<file path="src/rtl/bcd_addsub_serial.sv">
// Digit-serial packed-BCD add/subtract with signed-magnitude result and start/busy/done handshake.
// Define BCD_SAT_EN to saturate the result to all 9s on add overflow.
module bcd_addsub_serial #(
   parameter int unsigned DIGITS = 4
) (
   input  logic                  clk,
   input  logic                  reset,
   input  logic                  start,
   input  logic                  op,
   input  logic [4*DIGITS-1:0]   a,
   input  logic [4*DIGITS-1:0]   b,
   output logic [4*DIGITS-1:0]   result,
   output logic                  negative,
   output logic                  overflow,
   output logic                  invalid,
   output logic                  busy,
   output logic                  done
);

   localparam int unsigned W  = 4 * DIGITS;
   localparam int unsigned CW = (DIGITS > 1) ? $clog2(DIGITS) : 1;

   typedef enum logic [1:0] {IDLE, RUN, NEG, DONE} state_t;

   state_t          state_q, state_d;
   logic [W-1:0]    a_q, a_d, b_q, b_d, result_q, result_d;
   logic            op_q, op_d, c_q, c_d;
   logic [CW-1:0]   cnt_q, cnt_d;
   logic            neg_q, neg_d, ovf_q, ovf_d, inv_q, inv_d;
   logic            busy_q, busy_d, done_q, done_d;

   logic [3:0]      ak, bk, rk;
   logic [4:0]      sum5, sub_rhs, neg_rhs;
   logic [3:0]      add_dig, sub_dig, neg_dig, wr_dig;
   logic            add_c, sub_c, neg_c, wr_en, last;

   function automatic logic has_bad(input logic [W-1:0] x);
      logic bad;
      bad = 1'b0;
      for (int unsigned i = 0; i < DIGITS; i++) begin
         if (x[4*i +: 4] > 4'd9) bad = 1'b1;
      end
      return bad;
   endfunction

   // Per-digit arithmetic on the digit selected by the shared counter
   always_comb begin
      ak      = 4'(a_q >> (4 * cnt_q));
      bk      = 4'(b_q >> (4 * cnt_q));
      rk      = 4'(result_q >> (4 * cnt_q));
      last    = (cnt_q == CW'(DIGITS - 1));

      sum5    = 5'(ak) + 5'(bk) + 5'(c_q);
      add_c   = (sum5 > 5'd9);
      add_dig = add_c ? 4'(sum5 - 5'd10) : sum5[3:0];

      sub_rhs = 5'(bk) + 5'(c_q);
      sub_c   = (5'(ak) < sub_rhs);
      sub_dig = 4'(5'(ak) + (sub_c ? 5'd10 : 5'd0) - sub_rhs);

      neg_rhs = 5'(rk) + 5'(c_q);
      neg_c   = (neg_rhs != 5'd0);
      neg_dig = 4'((neg_c ? 5'd10 : 5'd0) - neg_rhs);
   end

   always_comb begin
      state_d  = state_q;
      a_d      = a_q;
      b_d      = b_q;
      op_d     = op_q;
      c_d      = c_q;
      cnt_d    = cnt_q;
      result_d = result_q;
      neg_d    = neg_q;
      ovf_d    = ovf_q;
      inv_d    = inv_q;
      busy_d   = busy_q;
      done_d   = 1'b0;
      wr_en    = 1'b0;
      wr_dig   = '0;

      case (state_q)
         IDLE: begin
            if (start) begin
               a_d   = a;
               b_d   = b;
               op_d  = op;
               neg_d = 1'b0;
               ovf_d = 1'b0;
               cnt_d = '0;
               c_d   = 1'b0;
               if (has_bad(a) || has_bad(b)) begin
                  result_d = '1;
                  inv_d    = 1'b1;
                  done_d   = 1'b1;
                  state_d  = DONE;
               end else begin
                  result_d = '0;
                  inv_d    = 1'b0;
                  busy_d   = 1'b1;
                  state_d  = RUN;
               end
            end
         end
         RUN: begin
            wr_en  = 1'b1;
            wr_dig = op_q ? sub_dig : add_dig;
            c_d    = op_q ? sub_c : add_c;
            cnt_d  = cnt_q + 1'b1;
            if (last) begin
               cnt_d = '0;
               if (op_q && sub_c) begin
                  // Borrow out: result holds the ten's complement, negate it digit-serially
                  c_d     = 1'b0;
                  state_d = NEG;
               end else begin
                  c_d     = 1'b0;
                  ovf_d   = !op_q && add_c;
                  busy_d  = 1'b0;
                  done_d  = 1'b1;
                  state_d = DONE;
               end
            end
         end
         NEG: begin
            wr_en  = 1'b1;
            wr_dig = neg_dig;
            c_d    = neg_c;
            cnt_d  = cnt_q + 1'b1;
            if (last) begin
               cnt_d   = '0;
               c_d     = 1'b0;
               neg_d   = 1'b1;
               busy_d  = 1'b0;
               done_d  = 1'b1;
               state_d = DONE;
            end
         end
         DONE: begin
            state_d = IDLE;
         end
         default: begin
            state_d = IDLE;
         end
      endcase

      if (wr_en) begin
         for (int unsigned i = 0; i < DIGITS; i++) begin
            if (cnt_q == CW'(i)) result_d[4*i +: 4] = wr_dig;
         end
      end

`ifdef BCD_SAT_EN
      if (state_q == RUN && last && !op_q && add_c) result_d = {DIGITS{4'h9}};
`endif
   end

   always_ff @(posedge clk) begin
      if (reset) begin
         state_q  <= IDLE;
         a_q      <= '0;
         b_q      <= '0;
         op_q     <= 1'b0;
         c_q      <= 1'b0;
         cnt_q    <= '0;
         result_q <= '0;
         neg_q    <= 1'b0;
         ovf_q    <= 1'b0;
         inv_q    <= 1'b0;
         busy_q   <= 1'b0;
         done_q   <= 1'b0;
      end else begin
         state_q  <= state_d;
         a_q      <= a_d;
         b_q      <= b_d;
         op_q     <= op_d;
         c_q      <= c_d;
         cnt_q    <= cnt_d;
         result_q <= result_d;
         neg_q    <= neg_d;
         ovf_q    <= ovf_d;
         inv_q    <= inv_d;
         busy_q   <= busy_d;
         done_q   <= done_d;
      end
   end

   assign result   = result_q;
   assign negative = neg_q;
   assign overflow = ovf_q;
   assign invalid  = inv_q;
   assign busy     = busy_q;
   assign done     = done_q;

endmodule

</file>
<file path="config.mk">
export PLATFORM = sky130hd
export DESIGN_NAME = bcd_addsub_serial
export DESIGN_NICKNAME = d
export VERILOG_FILES = /design/src/rtl/bcd_addsub_serial.sv
export SDC_FILE = /design/constraint.sdc
export NUM_CORES = 1
export LEC_CHECK = 0
export CORE_ASPECT_RATIO = 0.7
export CORE_MARGIN = 5
export CORE_UTILIZATION = 58
export CTS_CLUSTER_SIZE = 30
export DETAILED_ROUTE_END_ITERATION = 12
export PLACE_DENSITY = 0.86
export SETUP_SLACK_MARGIN = 0.15
export SYNTH_ARGS = -nofsm -noshare
export SYNTH_HDL_FRONTEND = slang
export SYNTH_SLANG_ARGS = --single-unit
export TNS_END_PERCENT = 30
</file>
<file path="constraint.sdc">
create_clock -name clk -period 7.85 [get_ports clk]
set_input_delay 1.1775 -clock clk [delete_from_list [all_inputs] [get_ports clk]]
set_output_delay 1.1775 -clock clk [all_outputs]
set_load 0.01 [all_outputs]
</file>
== Word level (Yosys, flattened, before mapping) ==
Cells that the tools add are included.

* Flip-flop bits (word level): 59
* Latch bits: 0
* Memory bits (writable): 0
* Bits in read-only memories: 0
* Bits of input ports: 36
* Output and inout bits: 21
* Memories: 0

* Add/sub/neg operators: 9
* $mul: 0
* Div/mod/pow operators: 0
* $lt $le $gt $ge: 10
* Eq/ne operators: 11
* Shifts and indexed selects: 3
* Mux-type cells: 57
* Bitwise logic cells: 0
* Reduce and logical (&&, ||, !) cells: 19

{| class="wikitable"
|+ Operators with widths
! operator !! number
|-
| $mux 16 || 4
|-
| $shr 16x4->4 || 3
|-
| $gt 4x4->1 const B || 8
|-
| $mux 4 || 8
|-
| $mux 1 || 31
|-
| $mux 2 || 6
|-
| $add 4x1->5 || 2
|-
| $ne 2x2->1 const B || 5
|-
| $pmux 1 s3 || 3
|-
| $eq 2x2->1 const B || 4
|-
| $pmux 2 s4 || 1
|-
| $pmux 4 s2 || 1
|-
| $sub 4x4->4 || 2
|-
| $reduce_and 2->1 || 3
|-
| $reduce_and 3->1 || 2
|-
| $reduce_and 6->1 || 1
|-
| $reduce_bool 2->1 || 3
|-
| $add 4x4->5 || 1
|-
| $add 5x1->5 || 1
|-
| $gt 5x4->1 const B || 1
|-
| $lt 4x5->1 || 1
|-
| $reduce_bool 5->1 || 1
|-
| $add 4x4->4 || 1
|-
| $eq 2x1->1 const B || 2
|-
| 11 further kinds || 14
|}

== Longest topological paths before layout ==
* Depth after elaboration: 13
* Mapped depth: 21

== Worst setup path before layout ==
Ideal clock, no wire load.

* Path kind: reg-to-reg
* Start: register cnt_q[0]
* End: register result_q[11] (netlist: result[11])
* Setup time: 139 ps
* Arrival: 4577 ps
* Slack: 3134 ps
* Stages on the path, launching flop included: 22
* Period minus slack after synthesis: 4716 ps
* Path through: dfxtp_1 buf_6 clkbuf_1 mux4_2 ha_1 ha_1 inv_1 ha_1 nor2b_1 o21a_1 o21a_1 o21ai_1 fa_1 ha_1 inv_1 fa_1 xor2_1 xnor2_1 nand3b_1 mux2i_1 a211oi_2 a221oi_1

* Longest elaborated chain between the ends: 10
* Elaborated cells on any way between the ends: 22

{| class="wikitable"
|+ RTL lines
! element !! RTL line !! source
|-
| start, declared || 28 || <nowiki>logic [CW-1:0] cnt_q, cnt_d;</nowiki>
|-
| start signal, assigned || 178 || <nowiki>cnt_q <= cnt_d;</nowiki>
|-
| $shr 16x4->4 || 49 || <nowiki>bk = 4'(b_q >> (4 * cnt_q));</nowiki>
|-
| $add 4x1->5 || 57 || <nowiki>sub_rhs = 5'(bk) + 5'(c_q);</nowiki>
|-
| $lt 4x5->1 || 58 || <nowiki>sub_c = (5'(ak) < sub_rhs);</nowiki>
|-
| $mux 4 || 59 || <nowiki>sub_dig = 4'(5'(ak) + (sub_c ? 5'd10 : 5'd0) - sub_rhs);</nowiki>
|-
| $add 4x4->4 || 59 ||
|-
| $sub 4x4->4 || 59 ||
|-
| $mux 4 || 107 || <nowiki>wr_dig = op_q ? sub_dig : add_dig;</nowiki>
|-
| $pmux 4 s2 || 82 || <nowiki>case (state_q)</nowiki>
|-
| $mux 4 * || 149 || <nowiki>if (cnt_q == CW'(i)) result_d[4*i +: 4] = wr_dig;</nowiki>
|-
| $mux 16 * || 147 || <nowiki>if (wr_en) begin</nowiki>
|-
| end signal, assigned || 179 || <nowiki>result_q <= result_d;</nowiki>
|-
| end, declared || 26 || <nowiki>logic [W-1:0] a_q, a_d, b_q, b_d, result_q, result_d;</nowiki>
|}

Mark *: on every way between the ends. The rest lies on a longest branch, timed or not.
A chain may end at the register's enable or synchronous reset.

== Worst setup path after layout ==
* Start: register cnt_q[1]
* End: register result_q[3] (netlist: result[3])

Same word-level chain as after synthesis.

==> summary.md <==
| Metric | Value |
|---|---|
| Worst r2r path cells | 19 |
| Design Area, Final | 0.004172 mm² |
| Fmax | 182.9 MHz |
| CTS resizes | 0 |
| Highest-count cells in the layout ignoring fill and taps | 95 x nand2_1, 59 x dfxtp_1, 56 x a21oi_1 |
| Share of layout cells above drive strength 1 | 0.07343 |
| Number of remaining DRC errors | 0 |
| CTS max path bufs | 2 |
| Placement Cell Area | 0.003971 mm² |
| Ports | 57 |
| Post-synthesis sequential area ratio | 0.3472 |
| Final HPWL from detailed placement | 6851 µm |
| Worst-path clk slew | 80 ps |
| Net Switching | 674.0 µW |
| Net Count, Synth | 475 |
| Mapped Cells | 412 |
| Slew @ Worst Pin | 991.6 ps |
| Die Span Y | 74.08 µm |
| Final min period | 5469 ps |
| Synth warn | 0 |
| Global-route wire length before repair | 15600 µm |
| CTS root buf | clkbuf_8 |
| Netlist cell types | 43 |
| Post-CTS setup buffers | 0 |
| Synth async-reset ratio | 0 |
| Area overhead of the layout relative to synthesis | 22.62% |
| CTS tree | built |
| Routed length on met2 | 4271 µm |
| Total congestion overflow | 0 |
| CP Launch Type | register |
| Number of global-route vias before repair | 3262 |
| Die area | 0.007522 mm² |
| Top Metal Used | met4 |
| Initial Utilization | 0.5971 |
| Kind of critical path | reg -> reg |
| # diodes | 0 |
| Design Power | 1.543 mW |
| PortBufs | 56 |
| Row count | 23 |
| RSZ-0062 raised after global routing | no |
| Die X | 101.5 µm |
| Final WL | 9451 µm |
| Largest net degree at the start of global routing | 56 |
| Peak VDD IR | 205.2 µV |
| DR WL/cell | 17.57 µm |
| Met1 Wirelength | 4067 µm |
| Core ar. | 0.005698 mm² |
| WP data required | 8030 ps |
| DRT Pass-1 Iters | 7 |
| Vias/cell | 6.132 |
| Final Cycle Share | 0.6967 |
| Commonest non-fill, non-tap cell in the layout | nand2_1 |
| Final ANT Viol Nets | 0 |
| CTS Sinks | 59 |
| Htree depth | 3 |
| Hold depth | 2 |
| # setup viols final | 0 |
| NumNets Final | 521 |
| Net Sw Frac | 0.4367 |
| Status | completed |
| Power density over the cells | 370.0 mW/mm² |
| Synth Flop Type | dfxtp_1 |
| Final core utilization | 0.7321 |
| Post-synth EDFFs | 0 |
| Met3 WL post-DR | 889 µm |
| Leak pwr | 1.574 nW |
| Max_slew headroom | 0.3389 |
| Crit Path Max Fanout | 16 |
| # Max-Cap Violations | 0 |
| Gate power share | 0.532 |
| Inserted Clock Buffers | 9 |
| Final Hold Viols | 0 |
| Total GRT Usage | 0.2676 |
| Slew Viols, Final | 0 |
| P_int | 869.5 µW |
| CP Capture Type | register |
| Initial antenna violation count | 0 |
| Worst path arrival time | 5650 ps |
| Sequential power share | 0.280 |
| Starting DRT DRC Count | 415 |
| Fin cells | 538 |
| Synth Area per Inst | 8.257 µm² |
| Skew final | 6.495 ps |
| Synth Register Bits | 59 |
| Hold_buf cts | 0 |
| HP Class | reg -> reg |
| Via Count | 3299 |
| Gp weighted congestion | 0.8602 |
| Worst skew pair latency | 360 ps |
| Synthesized area | 0.003402 mm² |
| Fin Setup TNS | 0 ps |
| Placed insts | 522 |
| Clock Power Share | 0.187 |
layout make-up:
cell class / count / area [µm²]
Sequential cell: 59 / 1181
Clock buffer: 9 / 123.9
Inverter: 20 / 75.07
Fill cell: 418 / 1526
Multi-Input combinational cell: 310 / 2051
Clock inverter: 7 / 76.32
Tap cell: 75 / 93.84
Timing Repair Buffer: 58 / 570.5
stage by stage:
step / hold WS (ps) / setup WS [ps]
floorplan: 433.1 / 3134
global placement: 439.2 / 2766
detailed placement: 445.6 / 2517
CTS: 456.7 / 2420
global route: 485.3 / 2083
finish: 452.7 / 2381
worst paths after layout:
kind / from / to / slack [ps]
max reg2reg: cnt_q[1] / result[3] / 2380
max: cnt_q[1] / result[3] / 2380
min reg2reg: b_q[6] / b_q[6] / 450
min: b_q[6] / b_q[6] / 450
cell usage after synthesis, drive strengths merged, types with 2 or more instances:
library cell	number	share of area
nor2b	3	0.0055
o21ai	22	0.032
fa	4	0.024
a31oi	2	0.0037
nand3	5	0.0074
a211oi	8	0.019
clkbuf	20	0.022
dfxtp	59	0.35
a22oi	2	0.0044
mux4	12	0.079
xnor2	6	0.015
nor2	17	0.019
nand4	2	0.0037
and3	2	0.0037
a221oi	8	0.021
o21a	3	0.0066
o311ai	2	0.0051
nor3	4	0.0059
nand2	95	0.10
buf	3	0.0059
inv	20	0.022
xor2	5	0.013
ha	23	0.085
and2	6	0.011
o211ai	6	0.013
nand2b	6	0.011
a21oi	56	0.082
state kept, by name (all words and copies together), names as in the netlist:
register	count
result	16
state_q	2
done	1
invalid	1
cnt_q	2
op_q	1
overflow	1
a_q	16
busy	1
negative	1
b_q	16
c_q	1
critical path, cell delays in order (launching register included):
cell	delay, ps
dfxtp_1	820
mux4_2	620
ha_1	220
ha_1	270
inv_1	110
ha_1	240
nor2b_1	150
o21a_1	200
o21a_1	190
o21ai_1	410
fa_1	520
ha_1	200
inv_1	70
fa_1	180
xor2_1	200
xnor2_1	160
nand3b_1	130
mux2i_1	90
a211oi_2	330
a221oi_1	150
metal layers:
layer | up-vias | track usage
li1 | 1536 | -
met1 | 1547 | 0.3489
met2 | 185 | 0.4275
met3 | 31 | 0.08060
met4 | 0 | 0.09292
met5 | - | 0
power groups by stage:
stage | registers [mW] | logic, mW | clock network [mW]
floorplan | 0.422 | 0.574 | 0
global placement | 0.434 | 0.751 | 0
detailed placement | 0.437 | 0.794 | 0
CTS | 0.430 | 0.809 | 0.290
global route | 0.442 | 0.900 | 0.300
finish | 0.433 | 0.822 | 0.289
cell families (layout without fill, tap and decap cells):
| kind of cell | after synthesis | after routing | synth area share |
|---|---|---|---|
| simple gates | 143 | 143 | 0.1787 |
| compound gates | 116 | 116 | 0.2052 |
| flops | 59 | 59 | 0.3472 |
| buf+inv | 43 | 94 | 0.05001 |
| fa+ha+maj | 27 | 27 | 0.1081 |
| mux | 13 | 13 | 0.08238 |
| xor+xnor | 11 | 11 | 0.02832 |
Power figures use the tool's default switching activity.
